**config.mk**
```make
export PLATFORM = sky130hd
export DESIGN_NAME = seq_gen_serial_tx
export DESIGN_NICKNAME = d
export VERILOG_FILES = /design/src/rtl/seq_gen_serial_tx.sv
export SDC_FILE = /design/constraint.sdc
export NUM_CORES = 1
export LEC_CHECK = 0
export BUFFER_PORTS_ARGS = -buffer_cell sky130_fd_sc_hd__buf_2
export CAP_MARGIN = 20
export CORE_ASPECT_RATIO = 1.1
export CORE_UTILIZATION = 30
export CTS_CLUSTER_DIAMETER = 60
export DETAILED_ROUTE_END_ITERATION = 7
export GPL_TIMING_DRIVEN = 0
export PLACE_DENSITY_LB_ADDON = 0.15
export SYNTH_ARGS = -nofsm -noshare
export SYNTH_HDL_FRONTEND = slang
export SYNTH_SLANG_ARGS = --single-unit
```
**constraint.sdc**
```tcl
create_clock -name clk -period 4.86 [get_ports clk]
set_clock_uncertainty 0.1 [all_clocks]
set_input_delay 0.486 -clock clk [delete_from_list [all_inputs] [get_ports clk]]
set_output_delay 0.486 -clock clk [all_outputs]
set_load 0.03 [all_outputs]
```
**src/rtl/seq_gen_serial_tx.sv**
```systemverilog
// Serial pattern transmitter: sends a WIDTH-bit word MSB-first, repeated rpt
// times with optional idle gap bits between frames, flagging each frame's last bit.
module seq_gen_serial_tx #(
  parameter int unsigned     WIDTH    = 4,
  parameter logic [WIDTH-1:0] PATTERN = WIDTH'(4'b1011),
  parameter int unsigned     CNT_W    = 4,
  parameter int unsigned     GAP      = 0,
  parameter logic            IDLE_BIT = 1'b0
) (
  input  logic             clk,
  input  logic             rst,
  input  logic             start,
  input  logic             use_din,
  input  logic [WIDTH-1:0] din,
  input  logic [CNT_W-1:0] rpt,
  input  logic             abort,
  output logic             x,
  output logic             valid,
  output logic             last_bit,
  output logic             busy,
  output logic             done
);

  localparam int unsigned IDX_W = (WIDTH > 1) ? $clog2(WIDTH) : 1;
  localparam int unsigned GAP_W = (GAP > 0) ? $clog2(GAP + 1) : 1;

  localparam logic [1:0] S_IDLE = 2'd0;
  localparam logic [1:0] S_SEND = 2'd1;
  localparam logic [1:0] S_GAP  = 2'd2;

  logic [1:0]       state, state_nxt;
  logic [WIDTH-1:0] word, word_nxt;
  logic [WIDTH-1:0] shreg, shreg_nxt;
  logic [IDX_W-1:0] bit_idx, idx_nxt;
  logic [CNT_W-1:0] frames, frames_nxt;
  logic [GAP_W-1:0] gap_cnt, gap_nxt;
  logic             x_nxt, valid_nxt, last_nxt, busy_nxt, done_nxt;
  logic             load;
  logic [WIDTH-1:0] load_word;

  // Next-state and next-output logic; `load` starts a frame from its MSB.
  always_comb begin
    state_nxt  = state;
    word_nxt   = word;
    shreg_nxt  = shreg;
    idx_nxt    = bit_idx;
    frames_nxt = frames;
    gap_nxt    = gap_cnt;
    x_nxt      = IDLE_BIT;
    valid_nxt  = 1'b0;
    last_nxt   = 1'b0;
    busy_nxt   = 1'b0;
    done_nxt   = 1'b0;
    load       = 1'b0;
    load_word  = word;

    case (state)
      S_IDLE: begin
        if (start && !abort) begin
          load_word  = use_din ? din : PATTERN;
          word_nxt   = load_word;
          frames_nxt = (rpt == '0) ? CNT_W'(1) : rpt;
          load       = 1'b1;
        end
      end
      S_SEND: begin
        if (abort) begin
          state_nxt = S_IDLE;
        end else if (bit_idx != '0) begin
          shreg_nxt = shreg << 1;
          idx_nxt   = bit_idx - IDX_W'(1);
          x_nxt     = shreg_nxt[WIDTH-1];
          valid_nxt = 1'b1;
          last_nxt  = (idx_nxt == '0);
          busy_nxt  = 1'b1;
        end else if (frames > CNT_W'(1)) begin
          frames_nxt = frames - CNT_W'(1);
          if (GAP > 0) begin
            state_nxt = S_GAP;
            gap_nxt   = GAP_W'(GAP - 1);
            busy_nxt  = 1'b1;
          end else begin
            load = 1'b1;
          end
        end else begin
          state_nxt  = S_IDLE;
          frames_nxt = '0;
          done_nxt   = 1'b1;
        end
      end
      S_GAP: begin
        if (abort) begin
          state_nxt = S_IDLE;
        end else if (gap_cnt != '0) begin
          gap_nxt  = gap_cnt - GAP_W'(1);
          busy_nxt = 1'b1;
        end else begin
          load = 1'b1;
        end
      end
      default: state_nxt = S_IDLE;
    endcase

    if (load) begin
      state_nxt = S_SEND;
      shreg_nxt = load_word;
      idx_nxt   = IDX_W'(WIDTH - 1);
      x_nxt     = load_word[WIDTH-1];
      valid_nxt = 1'b1;
      last_nxt  = (WIDTH == 1);
      busy_nxt  = 1'b1;
    end
  end

  always_ff @(posedge clk) begin
    if (rst) begin
      state    <= S_IDLE;
      word     <= '0;
      shreg    <= '0;
      bit_idx  <= '0;
      frames   <= '0;
      gap_cnt  <= '0;
      x        <= IDLE_BIT;
      valid    <= 1'b0;
      last_bit <= 1'b0;
      busy     <= 1'b0;
      done     <= 1'b0;
    end else begin
      state    <= state_nxt;
      word     <= word_nxt;
      shreg    <= shreg_nxt;
      bit_idx  <= idx_nxt;
      frames   <= frames_nxt;
      gap_cnt  <= gap_nxt;
      x        <= x_nxt;
      valid    <= valid_nxt;
      last_bit <= last_nxt;
      busy     <= busy_nxt;
      done     <= done_nxt;
    end
  end

endmodule

```
==> flow_results.org, run 1 <==
** Run
- The tool flagged a number of max-cap violations equal to 0.

** Clock network
- The number of setup buffers added after CTS is 0.
- The tree is rooted in a clkbuf_4.
- Gates resized during post-CTS repair numbered 0.
- TritonCTS built the clock tree.
- Num CTS Buffers :: 3
- The clock passes through at most 2 buffers.
- For the worst-skew pair, the clock arrives at the later sink with an insertion delay of 0.28 ns.
- H-tree depth reported by CTS :: 1
- Cts hold-fix bufs :: 0
- The tree built by TritonCTS fans out to 18 sinks.
- Clock-pin slew was measured on the worst setup and hold paths at approximately 0.1 ns.

** Global route
- Entering global routing, the biggest net connects 11 pins.
- The via count of the first global-routing pass was 691.
- The first global-routing pass estimated 2.863 mm of wire.
- Global-route total usage across every layer :: 12.89%
- Global routing finished with a remaining overflow of 0.
- The initial antenna violation count was 0.

** Logic synthesis
- Yosys warning total :: 0
- Number of nets in the synthesized netlist :: about 110
- Share of the yosys chip area belonging to registers :: 40.68%
- Most common library cells after synthesis :: 18 x dfxtp_1, 8 x inv_1, 7 x nor2_1, 7 x o21ai_0
- Gate count of the mapped netlist :: 97
- Counting flops and latches in the post-synthesis netlist gives 18.
- After synthesis, the share of flip-flops with an asynchronous set or reset is 0%.
- Top_reg_cell synth :: dfxtp_1
- Summed over its instances, the top area cell type makes up 40.68% of the synthesized netlist area.
- Count leader, synth :: dfxtp_1
- The mapped netlist covers 885.9 sq um.
- Top area cells in the synthesized netlist :: dfxtp_1 41%, ha_1 5.6%, o21ai_0 4.0%, a31oi_1 3.5%, nor2b_1 3.5%
- Cell type with the highest aggregate area in the netlist :: dfxtp_1
- In this run, synthesis inferred 0 flip-flops with an integrated enable.
- Unique cell type count in the Yosys netlist :: 39
- A synthesized cell averages 9.132 sq um.

** Worst setup path
- Reg2Reg Launch Point :: frames[0]
- Measured in cells, the most critical reg-to-reg path has a length of 7.
- Data arrival time of the worst path :: 1.92 ns
- For this run, the slowest stage of the critical path takes between 0.3 and 0.4 ns.
- STA puts the critical path data required time at 4.94 ns.
- Cell chain of the critical path :: inv_1, ha_1, nor2_1, or3_1, clkbuf_1, o21a_1, a22o_1
- End of the worst register-to-register path :: x
- Of all nets on the critical path, the largest fanout is 9.
- Critical path launch point type :: flip-flop
- The slowest stage of the critical path belongs to the cell dfxtp_1.
- Startpoint-to-endpoint class of the critical path :: flip-flop to flip-flop
- Slack of the worst reg-to-reg path :: 3.02 ns
- The worst setup path is captured at a flip-flop.

** Detailed routing
- DRC :: 0
- Dividing the detail-routed via count by the number of cells gives 5.040.
- In this run, the number of DRC markers left after iteration 0 of detailed routing was 13.
- The detailed router placed 751 vias in this run.
- The first detailed-routing pass took 4 iterations.
- Overall routed net length :: roughly 1.7 mm
- After detailed routing, the average wire length per cell comes to about 12 um.
- In this run the remaining antenna-violating nets after routing total 0.

** Power and ir drop
- Switching Fraction :: 28.63%
- Pwr Density :: 285.2 nW/um^2
- The worst-case IR drop observed on VDD is 186.3 uV.
- In this run, the clock network consumes 24.6% of the power.
- Summed over all cells, the static leakage comes to 0.4077 nW.
- Int Pwr :: about 0.21 mW
- Per report_power, the sequential group accounts for 55.1% of the total.
- Combinational logic is responsible for about a fifth of the overall power.
- In this run the power spent charging and discharging nets is 0.08407 mW.

** Timing
- Post-layout min period :: 1.839 ns
- Final setup vio count :: 0
- The final max-slew violation count was 0.
- Final setup margin :: 3.021 ns
- The number of hold-slack violations in the final timing report is 0.
- The worst pin sits at a relative slew slack of 50.49%.
- For the pin with the worst max-slew slack, the measured transition is about 0.73 ns.
- In the finished design, the share of the clock period the worst path needs comes to between 30% and 40%.
- Based on the critical path, the design can be clocked at up to roughly 540 MHz.
- Setup repair after global routing missed its margin :: false
- After routing, the total negative slack on setup checks comes to 0 ns.

** Hold path
- Hold Crit Depth :: 2
- Launch instance of the worst min-delay path :: rst
- The tightest min-delay check is of the input pin to flip-flop type.
- The path with the worst hold slack has its endpoint at word[3].

** Placed design
- At the end of routability-driven placement, the weighted congestion stood at 0.7713.
- Placement-stage worst setup slack :: 3.049 ns
- Port Buffers :: 16
- Summed over all nets, the half-perimeter wirelength after detailed placement is 1.357 mm.

** Floorplan
- Boundary Pins :: 18
- The core region is 2778 sq um.
- Row Count :: 20
- The die covers between 3000 and 4000 sq um.
- Initial Util :: 31.89%
- The floorplan step set the die height to 58.99 um.
- In this run the horizontal extent of the chip is between 50 and 60 um.

** Layout
- 0 antenna diodes ended up in the layout.
- The net count of the finished layout is ~140.
- Area growth, synth to finish :: 16.24%
- The post-route netlist has 24.14% of its cells at a drive strength greater than 1.

** Outcome
- Run status :: complete, no violations
[stage by stage]
step / hold slack, ns / util, % / instance area [sq um] / std cells / power, mW
after global routing: 0.3116 / 37.07 / 1030 / 149 / 0.3153
after floorplan: 0.3358 / - / 885.9 / 97 / 0.2082
after global placement: 0.3541 / 36.26 / 1007 / 146 / 0.2244
after CTS: 0.3154 / 37.07 / 1030 / 149 / 0.2978
final: 0.3238 / 37.07 / 1030 / 149 / 0.2937
after detailed placement: 0.3812 / 36.26 / 1007 / 146 / 0.2247
[worst max-delay path by stage]
stage                          from       end  cells past startpoint
after floorplan           frames[0]         x                      7
after global placement    frames[0]         x                      7
after detailed placement  frames[0]         x                      7
after CTS                 frames[0]         x                      7
after global routing      frames[0]  shreg[1]                      7
final                     frames[0]         x                      7
[layout make-up]
cell class	instances	area (sq um)
Fill cell	302	1748
Multi-Input combinational cell	65	466.7
Sequential cell	18	360.3
Timing Repair Buffer	16	80.08
Tap cell	33	41.29
Inverter	8	30.03
Buffer	6	28.78
Clock buffer	3	22.52
[power groups by stage]
| stage | registers [mW] | logic (mW) | clock network, mW |
|---|---|---|---|
| finish | 0.162 | 0.0596 | 0.0723 |
| global route | 0.163 | 0.0685 | 0.0841 |
| CTS | 0.162 | 0.0600 | 0.0761 |
| detailed placement | 0.165 | 0.0596 | 0 |
| global placement | 0.165 | 0.0596 | 0 |
| floorplan | 0.165 | 0.0430 | 0 |
[cells by family after synthesis]
logic type,Yosys count,synth area share (%)
compound gates,30,25.14
simple gates,28,18.79
flops,18,40.68
buf+inv,14,6.639
fa+ha+maj,4,5.650
xor+xnor,2,1.978
mux,1,1.130
[cells in the final DEF (no fill, tap or decap), types with 2 or more instances in the layout]
| cell type | Yosys | routed |
|---|---|---|
| clkbuf_1 | 3 | 3 |
| ha_1 | 4 | 4 |
| o221a_2 | 2 | 2 |
| a32oi_1 | 2 | 2 |
| nand2_1 | 2 | 2 |
| clkbuf_4 | 0 | 3 |
| a21oi_1 | 3 | 3 |
| o21ai_0 | 7 | 7 |
| nor3_1 | 3 | 3 |
| dfxtp_1 | 18 | 18 |
| inv_1 | 8 | 8 |
| a31oi_1 | 5 | 5 |
| nor2b_1 | 5 | 5 |
| buf_2 | 2 | 18 |
| nor2_1 | 7 | 7 |
| nand3b_1 | 2 | 2 |
[state kept, by name, summed over array words and instances, names as in the netlist]
signal,flops
word,4
frames,4
shreg,3
x,1
bit_idx,2
busy,1
state,1
done,1
last_bit,1
[critical path: cells and delay by family (launching register included)]
family / cells / cell delay [ns]
compound gates: 2 / 0.46
buf+inv: 2 / 0.29
flops: 1 / 0.35
simple gates: 2 / 0.36
fa+ha+maj: 1 / 0.17
[metal layers]
layer	vias up	GRT usage, %	wire (um)
met2	10	20.63	823
met3	2	3.077	53
li1	396	-	-
met5	-	0	0
met4	0	9.398	19
met1	343	14.56	839
Note: power is estimated with default switching activity, not from simulation.
==> run 2, diff against run 1 <==
ABC_AREA = 1   (was unset)
clock period = 1.61 ns   (was 4.86 ns; I/O delays follow)
==> flow_results.org, run 2 <==
** Placed design
- Port Buffers :: 16
- Counting tap cells, the placed design contains a total of 174 instances.
- Summed over all nets, the half-perimeter wirelength after detailed placement is 1.415 mm.
- Final weighted congestion in routability-driven placement :: 0.7583

** Layout
- Leaving out fill and tap cells, the most frequent cells in the layout are 29 x nand2_1, 17 x dfxtp_1, 16 x buf_2.
- The post-route netlist has 27.89% of its cells at a drive strength greater than 1.
- Non-filler instance count after layout :: 180
- Most frequent standard cell in the layout excluding fill and tap cells :: nand2_1
- Relative to the synthesized area, the layout overhead comes to 22.19%.
- Final antenna diode count :: 0
- The largest registers in the layout are frames: 4 flops, word: 4 flops, shreg: 3 flops.
- Number of nets in the layout :: approximately 170

** Detailed routing
- The final layout contains routed wiring with a total length of 1.879 mm.
- Using the TritonRoute via totals, the vias-per-cell ratio works out to ~4.5.
- DRC :: 0
- Number of iterations in the first detailed-routing pass :: 4
- The detailed router placed 802 vias in this run.
- The count of nets left with antenna violations once routing finished came out at 0.
- Wirelength per Cell :: 10.44 um
- Iter 0 DRT Violations :: 18

** Clock network
- TritonCTS built the clock tree.
- Insertion delay to the later sink of the worst-skew pair :: 0.29 ns
- Clock tree synthesis found a total of 18 sinks.
- The clock passes through at most 2 buffers.
- Clock transition at path regs :: 0.11 ns
- Root cell of the clock tree :: clkbuf_4
- H-tree depth reported by CTS :: 1
- In this run, CTS created clock tree buffers numbering 3.
- In this run, post-CTS hold repair placed 0 buffers.

** Logic synthesis
- In this run the cell area of the synthesized design comes to 902.1 sq um.
- Yosys warning total :: 0
- When the netlist entered floorplanning its net count stood at 142.
- By instance count, the leading cell after synthesis is nand2_1.
- #FFs+latches synth :: 18
- Gate count of the mapped netlist :: 125
- The most used flip-flop cell after synthesis is dfxtp_1.
- Sequential elements use 39.94% of the synthesized area.
- Yosys mapped a number of flops with a built-in enable equal to 0.
- Fraction of post-synthesis cell area in the top cell type by area :: 39.94%
- The biggest area contributor in the post-synthesis netlist is dfxtp_1.
- Top area cells in the synthesized netlist :: dfxtp_1 40%, nand2_1 12%, inv_1 6.2%, a21oi_1 6.1%, ha_1 5.5%
- Counting instances in the post-synthesis netlist gives the leading cell types as 29 x nand2_1, 18 x dfxtp_1, 15 x inv_1, 13 x nor2_1, 11 x a21oi_1.
- Synthesis instantiated 21 different standard cells from the library.
- Dividing the synthesized area by the synthesized cell count gives between 7 and 8 sq um.
- Synth async-reset ratio :: 0%

** Worst setup path
- The worst setup path is of the flip-flop to flip-flop kind.
- Data on the critical path is required at its endpoint by roughly 1.7 ns.
- Most repeated library cell on the critical path :: nand2_1
- Data on the critical path arrives at its endpoint at approximately 1.6 ns.
- For this run, the slowest stage of the critical path takes roughly 0.34 ns.
- STA classifies the critical path endpoint as a flip-flop.
- Largest fanout of any net on the critical path :: 6
- Critical path launch point type :: flip-flop
- The slowest stage of the critical path belongs to the cell dfxtp_2.
- The signal on the critical path passes through inv_1, ha_2, nor2_4, nor2_4, nand2_1, nand2_2, nand2_1, nand2_1, a21oi_1.

** Timing
- At the pin with the least slew margin, the transition time is 0.3917 ns.
- Slew Viols, Final :: 0
- Period Utilization, post-route :: a little over nine tenths
- Derived from the worst setup path, the maximum achievable clock frequency is around 660 MHz.
- Setup violations remaining at the end of the flow were counted as 0.
- The worst pin sits at a relative slew slack of 73.88%.
- The number of hold-slack violations in the final timing report was 0.
- The worst path in the final design needs a cycle of 1.509 ns, including I/O delays and setup.

** Global route
- The first global-routing pass estimated between 3 and 4 mm of wire.
- Antenna violations before repair :: 0
- Global-route total usage across every layer :: 13.56%
- Entering global routing, the biggest net connects 11 pins.
- Global routing finished with a remaining overflow of 0.
- Number of global-route vias before repair :: 741

** Floorplan
- The core region is about 2800 sq um.
- The floorplan step defined a die boundary enclosing 3231 sq um.
- Row Count :: 20
- Floorplan die height :: 59.51 um
- The initial utilization of the core area, before any placement, comes to 32.19%.
- For this design the top-level I/O count stands at 18.
- Die width :: 54.29 um

** Power and ir drop
- Internal power comes to 0.6556 mW.
- Combinational logic burns 24.9% of the power.
- Switching Power :: about 0.31 mW
- Pwr Total :: approximately 0.96 mW
- Across the VDD grid, the largest voltage drop is 450.9 uV.
- Switching Fraction :: 31.92%
- For this design the ratio of total power to cell area is around 870 nW/um^2.
- The clock network burns 23.8% of the power.
- For this design the static power due to leakage is 0.5219 nW.
- In this run, flip-flops and latches consume 51.3% of the power.

** Outcome
- The flow ran to the end, and the final reports show no timing, DRC or antenna violations.

** Hold path
- The min-delay analysis places its worst path in the category input pin to flip-flop.

** Run
- Max-capacitance violation count :: 0
[run 2: cell types whose count changed after synthesis, moves of 3 or more]
cell,change
inv_2,+5
a31oi_1,-5
a21oi_1,+8
o21ai_1,+4
o21ai_0,-3
inv_1,+7
nor2b_1,-5
nand2_1,+27
nand3_1,+6
nor2_1,+6
[run 2: layout make-up]
class | count | area (sq um)
tap | 33 | 41.29
buffer | 2 | 11.26
inverter | 20 | 75.07
clock buffer | 3 | 22.52
fill | 316 | 1700
timing repair buffer | 19 | 102.6
sequential | 18 | 361.6
multi-input combinational | 85 | 488.0
[run 2: metrics by stage]
step	hold WS (ns)	instance area (sq um)	setup WS, ns	util, %	TNS (ns)
finish	0.05879	1102	0.1013	39.33	0
global route	0.06494	1102	-0.005383	39.33	-0.005383
CTS	0.04604	1062	0.02131	37.90	0
detailed placement	0.3644	1023	-0.02080	36.52	-0.02080
global placement	0.3545	1023	-0.009438	36.52	-0.009438
floorplan	0.2312	902.1	0.2033	-	0
[run 2: path summary, 6_finish.rpt]
check,cells after the start,slack (ns),from,endpoint
max,9,0.10,frames[0],shreg[1]
min,3,0.06,din[0],word[0]
max reg2reg,9,0.10,frames[0],shreg[1]
min reg2reg,2,0.37,shreg[0],shreg[0]
[run 2: logic make-up after synthesis]
family / synth area share (%)
AOI/OAI and AO/OA: 11.51
xor gates and xnor gates: 2.913
adders and majority gates: 5.548
buffers and inverters: 9.570
DFF: 39.95
and+or+nand+nor: 30.51
[run 2: timing repair]
| item | 4_1_cts | 5_1_grt |
|---|---|---|
| setup buffers | 1 | 2 |
| gates resized for setup | 4 | 6 |
| pin swaps | 2 | 1 |
| endpoints found under the setup margin | 4 | 9 |
[run 2: worst max-delay path, delay by kind of cell (launching register included)]
family                   cells  cell delay (ns)
AND/OR/NAND/NOR              6             0.54
flip-flops                   1             0.34
buffers and inverters        1             0.11
AO/OA/AOI/OAI                1             0.05
adder cells (fa/ha/maj)      1             0.24
[run 2: power groups by stage]
stage | logic, mW | registers [mW] | clock network, mW
floorplan | 0.153 | 0.508 | 0
global placement | 0.210 | 0.503 | 0
detailed placement | 0.213 | 0.504 | 0
CTS | 0.222 | 0.494 | 0.241
global route | 0.272 | 0.499 | 0.261
finish | 0.240 | 0.494 | 0.229
[run 2: per-layer routing]
layer | GRT usage, % | part of all wire, % | vias up
li1 | - | - | 439
met3 | 2.308 | 2.1 | 2
met4 | 7.692 | 1.0 | 0
met1 | 17.47 | 47 | 353
met5 | 0 | 0 | -
met2 | 20.91 | 50 | 8
==> run 3, diff against run 2 <==
ABC_AREA = unset   (was 1)
SETUP_SLACK_MARGIN = 0.4   (was unset)
clock period = 1.8 ns   (was 1.61 ns; I/O delays follow)
==> flow_results.org, run 3 (same netlist as run 1, synthesis figures left out) <==
** Clock network
- TritonCTS built the clock tree.
- In this run the number of H-tree levels came out at 1.
- Num CTS Buffers :: 3
- Clock sink count :: 18
- Insertion delay to the later sink of the worst-skew pair :: between 0.2 and 0.3 ns
- After clock tree synthesis, the flow added hold-fix buffers numbering 0.
- Largest buffer count on any clock path :: 2
- Root cell of the clock tree :: clkbuf_4
- Clock transition at path regs :: 0.11 ns

** Timing
- Aggregate negative setup slack :: 0 ns
- The number of hold-slack violations in the final timing report came to 0.
- Final setup vio count :: 0
- The worst pin sits at a relative slew slack of between 50% and 60%.
- At the pin with the least slew margin, the transition time is ~0.63 ns.
- Slew Viols, Final :: 0
- Post-layout min period :: roughly 1.7 ns
- Timing would allow up to 589.1 MHz.
- After layout, the worst path uses between 90 and 100% of the clock period.
- Setup repair after global routing could not meet its margin everywhere.
- Worst-case hold slack :: slightly below 0.04 ns

** Power and ir drop
- In this run the static leakage power is between 0.5 and 0.6 nW.
- The worst-case IR drop observed on VDD is roughly 340 uV.
- In this run the power density over the cells is 689.6 nW/um^2.
- Pwr Total :: 0.9715 mW

** Floorplan
- Initial Util :: 31.89%
- Die width :: about 54 um
- Boundary Pins :: 18
- The die is 58.99 um tall.
- In this run the standard cell core region covers roughly 2800 sq um.
- The die covers 3174 sq um.
- The initialized floorplan defines 20 standard-cell rows.

** Detailed routing
- In the routed design, unresolved DRC markers number 0.
- Post-Route M1 WL :: approximately 1000 um
- In the routed layout, each cell is associated on average with a via count of 4.959.
- Summed over all nets, wire length on met2 after detailed routing comes to 1.152 mm.
- The final layout contains routed wiring with a total length of 2.235 mm.
- In the final routed layout, each cell accounts on average for 13.07 um.
- The first detailed-routing pass took 4 iterations.
- The detailed router finished its first iteration with 8 violations.
- Detailed routing placed a total of 62 um of wire on met3.
- Signal routing reaches up to met4.
- Via count :: 848
- The detail route stage leaves a number of antenna-violating nets equal to 0.

** Worst setup path
- For the worst setup path, the data required time is 1.89 ns.
- STA classifies the critical path startpoint as a flip-flop.
- End of the worst register-to-register path :: x
- For the worst setup path, the data arrival time is 1.78 ns.
- The worst register-to-register path begins at frames[0].
- For flop-to-flop paths, the worst setup slack is 0.10 ns.
- Along the worst path, the maximum fanout reaches 6.
- Startpoint-to-endpoint class of the critical path :: flip-flop to flip-flop
- STA classifies the critical path endpoint as a flip-flop.
- Worst Reg2Reg Path Length in Cells :: 7

** Placed design
- Detailed placement ended at an HPWL of 1.378 mm.
- Port Buffers :: 16
- Final weighted congestion in routability-driven placement :: 0.7342
- After detailed placement, the design holds a cell count of 146.

** Hold path
- Hold Path Sink :: word[3]
- Hold Crit Depth :: 2
- Launch instance of the worst min-delay path :: rst
- Class of the tightest hold or removal check :: input pin to flip-flop

** Global route
- Global-route total usage across every layer :: 16.12%
- Entering global routing, the biggest net connects 11 pins.
- Global-route wire length before repair :: between 3 and 4 mm
- The initial antenna violation count is 0.
- Number of global-route vias before repair :: 806
- After global routing the overflow that remains totals 0.

** Layout
- Commonest non-fill, non-tap cells in the layout :: 17 x buf_2, 17 x buf_4, 13 x dfxtp_1
- Area growth, synth to finish :: 59.04%
- Layout cells sized above 1 :: 57.25%
- After the last flow step, the layout net total stands at 157.
- For this run, the number of standard cells in the final layout without fillers is 171.
- Registers with the highest flip-flop counts :: frames: 4 flops, word: 4 flops, shreg: 3 flops
- 0 antenna diodes ended up in the layout.

** Outcome
- Run status :: complete, no violations

** Run
- Max-capacitance violation count :: 0
==> run 3: worst max path at each step <==
stage	from	endpoint	slack, ns
floorplan	frames[1]	shreg[0]	0.17
global placement	bit_idx[0]	shreg[1]	0.07
detailed placement	bit_idx[0]	shreg[1]	0.02
CTS	frames[0]	x	0.11
global route	frames[0]	x	0.05
finish	frames[0]	x	0.10
==> run 3: critical path, stage by stage (launching register included) <==
cell	delay (ns)
dfxtp_4	0.38
inv_4	0.06
ha_4	0.13
nor2_2	0.04
or3_4	0.33
buf_8	0.14
o21a_1	0.17
a22o_1	0.23
==> run 3: area by class of cell <==
type	instances	area, sq um
plain buffers	6	46.29
clock buffers	3	22.52
fillers	252	1369
inverters	8	32.53
multi-input cells	66	640.6
flip-flops and latches	18	369.1
well taps	33	41.29
repair buffers	37	256.5
==> run 3: power breakdown <==
group	internal (mW)	switching, mW
sequential	0.423	0.0175
combinational	0.171	0.158
clock	0.0777	0.125
==> run 3: metrics by stage <==
step           utilization [%]  setup WS [ns]  instance area, sq um
2_1_floorplan                -         0.1699                 923.4
3_3_place_gp             37.61        0.06674                  1045
3_5_place_dp             37.61        0.02007                  1045
6_report                 50.72         0.1026                  1409
4_1_cts                  47.21         0.1094                  1311
5_1_grt                  50.72        0.04538                  1409
==> run 3: repair_timing <==
item                       in CTS  in global routing
setup endpoints to repair      18                 18
pin swaps                       8                 11
resized for setup              26                 16
cloned                          1                  0
buffers inserted               16                  5
==> run 3: layer usage <==
metal	global-route usage, %	up-vias
met3	3.333	2
met5	0	-
met1	20.03	395
li1	-	437
met4	6.767	0
met2	26.46	14
